File: config.mk
export PLATFORM = sky130hd
export DESIGN_NAME = seq_detector_param
export DESIGN_NICKNAME = d
export VERILOG_FILES = /design/src/rtl/seq_detector_param.sv
export SDC_FILE = /design/constraint.sdc
export NUM_CORES = 1
export LEC_CHECK = 0
export CAP_MARGIN = 20
export CELL_PAD_IN_SITES_DETAIL_PLACEMENT = 1
export CELL_PAD_IN_SITES_GLOBAL_PLACEMENT = 1
export CORE_MARGIN = 5
export CORE_UTILIZATION = 25
export DETAILED_ROUTE_END_ITERATION = 8
export HOLD_SLACK_MARGIN = 0.02
export PLACE_DENSITY_LB_ADDON = 0.3
export SKIP_LAST_GASP = 1
export SLEW_MARGIN = 10
export SYNTH_ARGS = -nofsm -noshare
export SYNTH_HDL_FRONTEND = slang
export SYNTH_SLANG_ARGS = --single-unit
File: constraint.sdc
create_clock -name clk -period 1.15 [get_ports clk]
set_input_delay 0.23 -clock clk [delete_from_list [all_inputs] [get_ports clk]]
set_output_delay 0.23 -clock clk [all_outputs]
set_load 0.005 [all_outputs]
File: src/rtl/seq_detector_param.sv
// Parametrised Mealy serial-bit detector using a KMP transition table built at elaboration.
// Define SEQDET_COUNT_EN to build the saturating match counter; otherwise match_count is tied to 0.
module seq_detector_param #(
  parameter int             LEN     = 7,
  parameter logic [LEN-1:0] PATTERN = 7'b1111001,
  parameter int             CNT_W   = 8
) (
  input  logic             clk,
  input  logic             rst,
  input  logic             x,
  input  logic             in_valid,
  input  logic             overlap,
  output logic             z,
  output logic [CNT_W-1:0] match_count
);

  localparam int SW = $clog2(LEN);
  localparam int NS = 1 << SW;
  localparam logic [SW-1:0] LAST = SW'(LEN - 1);

  // One entry per {state, bit}; unreachable state codes are padded with 0.
  typedef logic [2*NS-1:0][SW-1:0] tbl_t;

  // Next state = longest pattern prefix that is a suffix of (matched prefix & x),
  // capped at LEN-1 so a full match lands on the pattern's longest border.
  function automatic tbl_t build_tbl();
    tbl_t t;
    int   k;
    int   p;
    logic ok;
    logic tb;
    t = '0;
    for (int s = 0; s < LEN; s++) begin
      for (int b = 0; b < 2; b++) begin
        k = 0;
        for (int c = ((s + 1 < LEN) ? s + 1 : LEN - 1); c > 0; c--) begin
          if (k == 0) begin
            ok = 1'b1;
            for (int i = 0; i < c; i++) begin
              p  = s + 1 - c + i;
              tb = (p == s) ? (b == 1) : PATTERN[LEN-1-p];
              if (tb != PATTERN[LEN-1-i]) ok = 1'b0;
            end
            if (ok) k = c;
          end
        end
        t[s*2+b] = SW'(k);
      end
    end
    return t;
  endfunction

  localparam tbl_t TBL = build_tbl();

  logic [SW-1:0] r_st;
  logic [SW-1:0] w_st_nxt;
  logic          w_z;

  always_ff @(posedge clk or posedge rst) begin
    if (rst) r_st <= '0;
    else     r_st <= w_st_nxt;
  end

  always_comb begin
    w_st_nxt = r_st;
    w_z      = 1'b0;
    if (r_st > LAST) begin
      w_st_nxt = '0;
    end else if (in_valid) begin
      w_z = (r_st == LAST) && (x == PATTERN[0]);
      if (w_z && !overlap) w_st_nxt = '0;
      else                 w_st_nxt = TBL[{r_st, x}];
    end
  end

  assign z = w_z;

`ifdef SEQDET_COUNT_EN
  logic [CNT_W-1:0] r_cnt;

  always_ff @(posedge clk or posedge rst) begin
    if (rst)                      r_cnt <= '0;
    else if (w_z && r_cnt != '1)  r_cnt <= r_cnt + CNT_W'(1);
  end

  assign match_count = r_cnt;
`else
  assign match_count = '0;
`endif

endmodule

==> metrics, run 1 <==
outcome finished, violations left; failing checks setup timing; post-cts hold buffer count 0; Final #Nets 70; DR WL/cell roughly 11 um; die width 47.4 um; Req. time, crit path around 1.3 ns; 1st-pass router iterations 2; initial antenna violation count 0; startpoint types flip-flop; Core Area ~1300 um2; IO Pins 14; Hold Fails Final Rpt 0; critical path fanouts, max 5; HPWL Detailed ~670 um; Seq. cell area around 75 um2; total gr overflow 0; area share of the largest cell type after synthesis a little over a fifth; share of layout cells above drive strength 1 a little under two fifths; hold slack 0.171 ns; Synth Area in Compound Gates approximately a fifth; setup violators final 3; clk_lat worst skew ~0.23 ns; critical-path cell list buf_6 -> inv_2 -> ha_1 -> inv_1 -> a311o_1 -> o211ai_2; flops & latches, synth 3; Place WS -0.559 ns; CTS Buf Count 3; post-route setup slack -0.0504 ns; clk slew on worst S/H paths about 0.030 ns; CTS root buf clkbuf_4; max-capacitance violation count 0; final setup skew 0.000364 ns; final critical-path share of the clock period 104%; synth warn 0; Worst Reg-to-Reg Cells 6; Iter 0 DRT Violations 1; ant diodes 0; CTS tree done; row cnt 13; Initial Util a little over a quarter; Worst VDD drop 0.482 mV; critical path class flip-flop to flip-flop; RePlAce Congestion ~0.76; Slew Limit Fails 0; xor/xnor cell area share of the yosys netlist 0%; H-tree levels 1; HP Class input pin to async pin; largest net degree at the start of global routing 10; first-pass GRT wire length 1530 um; vias 307; Top Registers r_st (3); CP max stage cell dfrtp_1; vias in the first global route around 350; Leak roughly 0.25 nW; die area 2250 um2; Biggest register r_st; WP depth 6; critical path's top delay family flip-flops; post-synth design cell area roughly 350 um2; post-synthesis mux area share under 10%; Final min period 1.20 ns; Largest register FFs 3; Clock Sinks 3; RSZ-0062 raised after global routing true; drt via density 4.15; post-route ant nets 0; sequential-to-total area share from yosys stat between 20% and 30%; largest family of logic cells by synthesized area buffers and inverters; maximum root-to-sink buffer count 2; top cells by area, synth dfrtp_1 (21%), buf_4 (19%), ha_1 (18%); Die Y 47.4 um; GR Util met1 between 10% and 20%; synth unique cells 18; most frequent cells in the layout conb_1 (8), buf_4 (6), nand2_1 (4); syn_area_per_cell approximately 8 um2; multi-input logic area between 200 and 300 um2; met2 Use GR approximately 17%; Critical Path End Type flip-flop; Fill cells between 150 and 200; Yosys top cell by area dfrtp_1; Tot GR Track Use roughly a tenth; grt met3 use between 2 and 2.5%; CP Data Arrival Time between 1 and 1.5 ns; post-layout util about 40%; DRC 0; commonest non-fill, non-tap cell in the layout conb_1; GRT Max-Usage Layer met2; final WL between 800 and 900 um; post-synthesis simple-gate area fraction 13.6%; CP max stage delay roughly 0.39 ns; IO Port Bufs 5; Post-Synth Adder-Cell Area between 10% and 20%; power density over the cells approximately 1900 nW/um2; Gate Count Post-Synth between 40 and 50; Area Overhead vs Synth 49.6%; Buf/Inv on CP 3; fmax 0.833 GHz
[cell usage after synthesis, drive strengths merged]
library cell,count
a21oi,3
a311o,1
buf,9
conb,1
dfrtp,3
ha,5
inv,4
mux2i,1
nand2,4
nand2b,1
nand3,1
nor2,2
nor2b,1
nor3,1
o211ai,2
o21ai,3
o2bb2ai,1
[worst register-to-register path, stage by stage (launching register included)]
cell	delay, ns
dfrtp_1	0.39
buf_6	0.15
inv_2	0.07
ha_1	0.13
inv_1	0.04
a311o_1	0.28
o211ai_2	0.06
[routing by layer]
| layer | part of all wire, % | vias up |
|---|---|---|
| li1 | - | 158 |
| met1 | 43 | 141 |
| met2 | 51 | 8 |
| met3 | 5.7 | 0 |
| met4 | 0 | 0 |
| met5 | 0 | - |
[power by group]
group | leakage [nW] | total, W | internal (W) | switching, W
logic | 0.198 | 0.000618 | 0.000319 | 0.000300
registers | 0.0370 | 0.000195 | 0.000160 | 0.0000351
clock network | 0.0150 | 0.000177 | 0.000130 | 0.0000474
total | 0.250 | 0.000990 | 0.000608 | 0.000382
[kinds of logic after synthesis]
family                     count (synthesis)
AOI/OAI and AO/OA                         10
adders and majority gates                  5
buffers and inverters                     13
DFF                                        3
muxes                                      1
other                                      1
and+or+nand+nor                           10
[metrics by stage]
stage          cell area (um2)  TNS, ns  power, W  cells
2_1_floorplan              377        0  0.000499     50
3_3_place_gp               438    -1.72  0.000702     69
3_5_place_dp               438    -1.77  0.000715     69
4_1_cts                    509   -0.141  0.000963     74
5_1_grt                    524   -0.316   0.00111     74
6_report                   524   -0.107  0.000990     74
[path summary, 6_finish.rpt]
path	from	end	slack [ns]
worst max-delay path	r_st[0]	r_st[1]	-0.05
worst min-delay path	rst	r_st[1]	0.17
worst max register to register	r_st[0]	r_st[1]	-0.05
worst min register to register	r_st[2]	r_st[2]	0.60
max in group asynchronous	rst	r_st[0]	0.85
min in group clk	r_st[2]	r_st[2]	0.60
[final cells by class]
| type | instances | share of cell area, % |
|---|---|---|
| flip-flops and latches | 3 | 14.3 |
| multi-input cells | 34 | 49.4 |
| well taps | 15 | 3.58 |
| clock buffers | 4 | 5.01 |
| repair buffers | 14 | 24.8 |
| inverters | 4 | 2.86 |
[timing repair]
item | 4_1_cts | 5_1_grt
buffers inserted | 1 | 0
gates resized for setup | 13 | 6
pin swaps | 4 | 4
setup endpoints to repair | 4 | 4
(Power assumes the default switching activity.)
==> inputs of run 2 (changes only) <==
--- a/config.mk
+++ b/config.mk
@@ -11,8 +11,10 @@
 export CORE_MARGIN = 5
 export CORE_UTILIZATION = 25
 export DETAILED_ROUTE_END_ITERATION = 8
+export GPL_TIMING_DRIVEN = 0
 export HOLD_SLACK_MARGIN = 0.02
 export PLACE_DENSITY_LB_ADDON = 0.3
+export SETUP_SLACK_MARGIN = 0.1
 export SKIP_LAST_GASP = 1
 export SLEW_MARGIN = 10
 export SYNTH_ARGS = -nofsm -noshare
==> run 2 against run 1 <==
The flow still finishes with violations (setup timing); critical path type unchanged; die area is the same; critical endpoint unchanged; largest cell class unchanged; via count shrank 0.98%; sequential power grew 7%; flip-flop and latch count unchanged; clock power increased by 7%; utilization rose by 0.38 points; final cell count rose by 4.1%; setup slack better by 0.024 ns; power down 2.0%; global-route usage shrank 2.2 points.
==> metrics, run 2 (synthesis results as in run 1) <==
outcome finished, violations left; failing checks setup timing; CTS Buf Count 3; Biggest register r_st; vias 304; Core Area 1320 um2; Top Registers r_st (3); Largest register FFs 3; die width ~47 um; post-route setup slack -0.0268 ns; most frequent cells in the layout buf_4 (12), conb_1 (8), nand2_1 (4); Hold Fails Final Rpt 0; DR WL/cell between 9 and 10 um; Seq. cell area roughly 80 um2; max-capacitance violation count 0; critical path fanouts, max 3; post-cts hold buffer count 0; worst setup path start r_st[0]; final critical-path share of the clock period 102%; RSZ-0062 raised after global routing true; Leak 0.258 nW; post-route ant nets 0; Worst Reg-to-Reg Cells 5; startpoint types flip-flop; GRT Max-Usage Layer met2; ant diodes 0; Critical R2R Launch r_st[0]; Initial Util about a quarter; Die Y 47.4 um; WP depth 5; Buf/Inv on CP 1; CTS root buf clkbuf_4; clk slew on worst S/H paths approximately 0.040 ns; CP max stage delay 0.42 ns; R2R Setup Slk -0.03 ns; Tot GR Track Use 7.99%; Iter 0 DRT Violations 3; Critical Path End Type flip-flop; met2 Use GR between 10% and 20%; commonest non-fill, non-tap cell in the layout buf_4; CP max stage cell dfrtp_2; CTS tree done; total gr overflow 0; hold slack around 0.16 ns; FF-to-FF End r_st[1]; initial antenna violation count 0; Final Total Pwr between 0.0009 and 0.001 W; setup violators final 3; GR Util met1 10.7%; HP Class input pin to async pin; DRC 0; largest net degree at the start of global routing 11; Worst VDD drop around 0.48 mV; fmax 0.850 GHz; Area Overhead vs Synth 51.1%; critical-path cell list buf_4 -> ha_2 -> a21oi_1 -> a311o_1 -> o211ai_2; Final min period 1.18 ns; power density over the cells 1830 nW/um2; Req. time, crit path around 1.3 ns; grt met3 use ~4.5%; final WL roughly 760 um; Slew Limit Fails 0; RePlAce Congestion roughly 0.68; maximum root-to-sink buffer count 2; Clock Sinks 3; IO Pins 14; die area roughly 2300 um2; Fill cells about 150; critical path class flip-flop to flip-flop; CP Data Arrival Time ~1.3 ns; 1st-pass router iterations 3; critical path's top delay family flip-flops; multi-input logic area 251 um2; final setup skew about 0.0056 ns; Final #Nets 73; clk_lat worst skew 0.23 ns; row cnt 13; drt via density between 3 and 4; first-pass GRT wire length around 1200 um; HPWL Detailed between 500 and 600 um; H-tree levels 1; IO Port Bufs 4; vias in the first global route a little under 300; share of layout cells above drive strength 1 a little under half
==> run 2: cell types whose count changed in the layout (fill, tap and decap cells not counted), sizes merged <==
cell and change:
buf +4, clkdlybuf4s15 +1, dlygate4sd2 -2
==> run 2: what timing repair did <==
action,in CTS,in global routing
gates resized for setup,17,2
pin swaps,2,1
setup endpoints to repair,4,4
setup buffers,4,0
endpoints found under the hold margin,0,0
==> run 2: per-stage QoR <==
stage / setup slack (ns) / area [um2] / utilization [%] / setup TNS (ns) / cells
detailed placement: -0.637 / 435 / 33.0 / -1.90 / 69
finish: -0.0268 / 529 / 40.2 / -0.0513 / 77
CTS: -0.0570 / 528 / 40.1 / -0.119 / 77
global route: -0.105 / 529 / 40.2 / -0.321 / 77
floorplan: 0.0429 / 377 / - / 0 / 50
global placement: -0.620 / 435 / 33.0 / -1.86 / 69
==> run 2: worst max-delay path by stage <==
stage	slack (ns)	to
4_1_cts	-0.06	r_st[1]
3_5_place_dp	-0.64	z
6_report	-0.03	r_st[1]
5_1_grt	-0.10	r_st[0]
2_1_floorplan	0.04	r_st[1]
3_3_place_gp	-0.62	z
==> run 2: final cells by class <==
| cell class | count | share of cell area (%) |
|---|---|---|
| Multi-Input combinational cell | 34 | 47.5 |
| Buffer | 9 | 12.8 |
| Sequential cell | 3 | 14.9 |
| Tap cell | 15 | 3.55 |
| Timing Repair Buffer | 8 | 13.0 |
| Clock buffer | 4 | 4.96 |
| Inverter | 4 | 3.31 |
==> run 2: where the power goes <==
part / internal (W) / total (W) / switching [W]
sequential: 0.000169 / 0.000209 / 0.0000403
clock: 0.000130 / 0.000189 / 0.0000584
combinational: 0.000296 / 0.000572 / 0.000277
==> run 2: metal layers <==
metal | wire length, um | part of all wire (%) | vias up
met3 | 40 | 5.3 | 0
li1 | - | - | 164
met5 | 0 | 0 | -
met4 | 0 | 0 | 0
met2 | 354 | 47 | 9
met1 | 360 | 48 | 131
==> inputs of run 3 (changes only) <==
--- a/config.mk
+++ b/config.mk
@@ -8,9 +8,10 @@
 export CAP_MARGIN = 20
 export CELL_PAD_IN_SITES_DETAIL_PLACEMENT = 1
 export CELL_PAD_IN_SITES_GLOBAL_PLACEMENT = 1
-export CORE_MARGIN = 5
-export CORE_UTILIZATION = 25
+export CORE_AREA = 5 5 42 44
+export CTS_CLUSTER_DIAMETER = 50
 export DETAILED_ROUTE_END_ITERATION = 8
+export DIE_AREA = 0 0 47 49
 export GPL_TIMING_DRIVEN = 0
 export HOLD_SLACK_MARGIN = 0.02
 export PLACE_DENSITY_LB_ADDON = 0.3
==> constraint.sdc (replaced) <==
create_clock -name clk -period 1.4 [get_ports clk]
set_input_delay 0.28 -clock clk [delete_from_list [all_inputs] [get_ports clk]]
set_output_delay 0.28 -clock clk [all_outputs]
set_load 0.005 [all_outputs]
==> run 3 against run 2 <==
The flow now finishes without violations; flip-flop and latch count stayed put; final cell count stayed put; critical path type unchanged; register-to-register slack better by 0.18 ns; design area is 4.7% lower; worst hold slack better by 0.054 ns; non-clock buffer count is 1 lower; critical endpoint unchanged.
==> metrics, run 3 (synthesis results as in run 1) <==
power density over the cells around 1500 nW/um2; Req. time, crit path about 1.6 ns; Clock Sinks 3; DR WL/cell about 11 um; final setup skew between 0.002 and 0.0025 ns; Final min period between 1 and 1.5 ns; initial antenna violation count 0; Area Overhead vs Synth 43.9%; Slew Limit Fails 0; fmax approximately 0.8 GHz; H-tree levels 1; setup violators final 0; clk slew on worst S/H paths about 0.040 ns; max-capacitance violation count 0; total gr overflow 0; IO Pins 14; 1st-pass router iterations 3; outcome finished clean; R2R Setup Slk ~0.15 ns; Worst Reg-to-Reg Cells 6; clk_lat worst skew between 0.2 and 0.25 ns; Largest register FFs 3; Final Total Pwr 0.000767 W; HPWL Detailed slightly above 600 um; vias approximately 320; post-route setup slack between 0.15 and 0.2 ns; die width ~47 um; commonest non-fill, non-tap cell in the layout buf_4; Die Y about 49 um; first-pass GRT wire length roughly 1300 um; final critical-path share of the clock period 89.1%; RSZ-0062 raised after global routing false; met2 Use GR between 10% and 20%; critical path fanouts, max 5; critical path class flip-flop to flip-flop; Worst VDD drop 0.374 mV; Fill cells roughly 170; Critical Path End Type flip-flop; post-route ant nets 0; Critical R2R Launch r_st[0]; Iter 0 DRT Violations 2; CTS Buf Count 3; most frequent cells in the layout buf_4 (11), conb_1 (8), nand2_1 (4), ha_1 (4); GRT Max-Usage Layer met2; Top Registers r_st (3); ant diodes 0; DRC 0; maximum root-to-sink buffer count 2; CTS root buf clkbuf_4; Total Negative Setup Slacks 0 ns; Final #Nets 72; vias in the first global route 312; drt via density 4.12; Biggest register r_st; FF-to-FF End r_st[1]; Core Area roughly 1400 um2; Hold Fails Final Rpt 0; RePlAce Congestion about 0.69; Leak 0.254 nW; largest net degree at the start of global routing 11; row cnt 14; startpoint types flip-flop; CP Data Arrival Time around 1.4 ns; IO Port Bufs 4; HP Class input pin to async pin; final WL 833 um; CTS tree done; share of layout cells above drive strength 1 between 40% and 50%; Initial Util 25.0%; Place WS -0.510 ns; GR Util met1 around a tenth; die area around 2300 um2; Tot GR Track Use between 7 and 8%; grt met3 use between 3 and 4%
run 3: cell count changes in the layout (fill, tap and decap cells not counted), sizes merged:
cell,before,now
clkbuf,4,5
clkdlybuf4s15,1,0
buf,14,13
run 3: how the worst max path moves through the flow:
stage            start  cells past startpoint  endpoint
3_5_place_dp         x                      4         z
5_1_grt        r_st[0]                      6   r_st[1]
6_report       r_st[0]                      6   r_st[1]
2_1_floorplan  r_st[0]                      5   r_st[1]
4_1_cts        r_st[0]                      2         z
3_3_place_gp         x                      4         z
run 3: worst max-delay path: stages, from the launching register on:
cell and delay, ns:
dfrtp_2 0.42, buf_6 0.14, inv_2 0.06, ha_1 0.13, inv_1 0.04, a311o_1 0.31, o211ai_2 0.07
run 3: layout make-up:
cell class                 instances  area (um2)  share of cell area (%)
timing repair buffer               7        56.3                    11.2
tap                               16        20.0                    3.97
buffer                             9        67.6                    13.4
multi-input combinational         34         240                    47.6
sequential                         3        78.8                    15.6
clock buffer                       4        26.3                    5.21
inverter                           4        15.0                    2.98
run 3: through the flow:
| stage | utilization, % | area, um2 | hold slack, ns | std cells |
|---|---|---|---|---|
| 6_report | 36.0 | 504 | 0.218 | 77 |
| 5_1_grt | 36.0 | 504 | 0.227 | 77 |
| 2_1_floorplan | - | 377 | 0.0336 | 50 |
| 3_5_place_dp | 31.2 | 437 | 0.458 | 70 |
| 4_1_cts | 35.9 | 503 | 0.222 | 77 |
| 3_3_place_gp | 31.2 | 437 | 0.455 | 70 |
run 3: repair_timing:
| item | 4_1_cts | 5_1_grt |
|---|---|---|
| resized for setup | 10 | 6 |
| pin swaps | 0 | 2 |
| hold buffers | 0 | 0 |
| endpoints found under the setup margin | 3 | 3 |
| setup buffers | 3 | 0 |
run 3: routing by layer:
metal	vias up	wire [um]
li1	162	-
met1	145	365
met2	10	409
met3	0	57
met4	0	0
met5	-	0
run 3: where the power goes:
group | total, W | leakage, nW | switching [W] | internal [W]
registers | 0.000175 | 0.0334 | 0.0000358 | 0.000139
clock network | 0.000155 | 0.0150 | 0.0000475 | 0.000107
logic | 0.000438 | 0.205 | 0.000221 | 0.000217
total | 0.000767 | 0.254 | 0.000304 | 0.000463
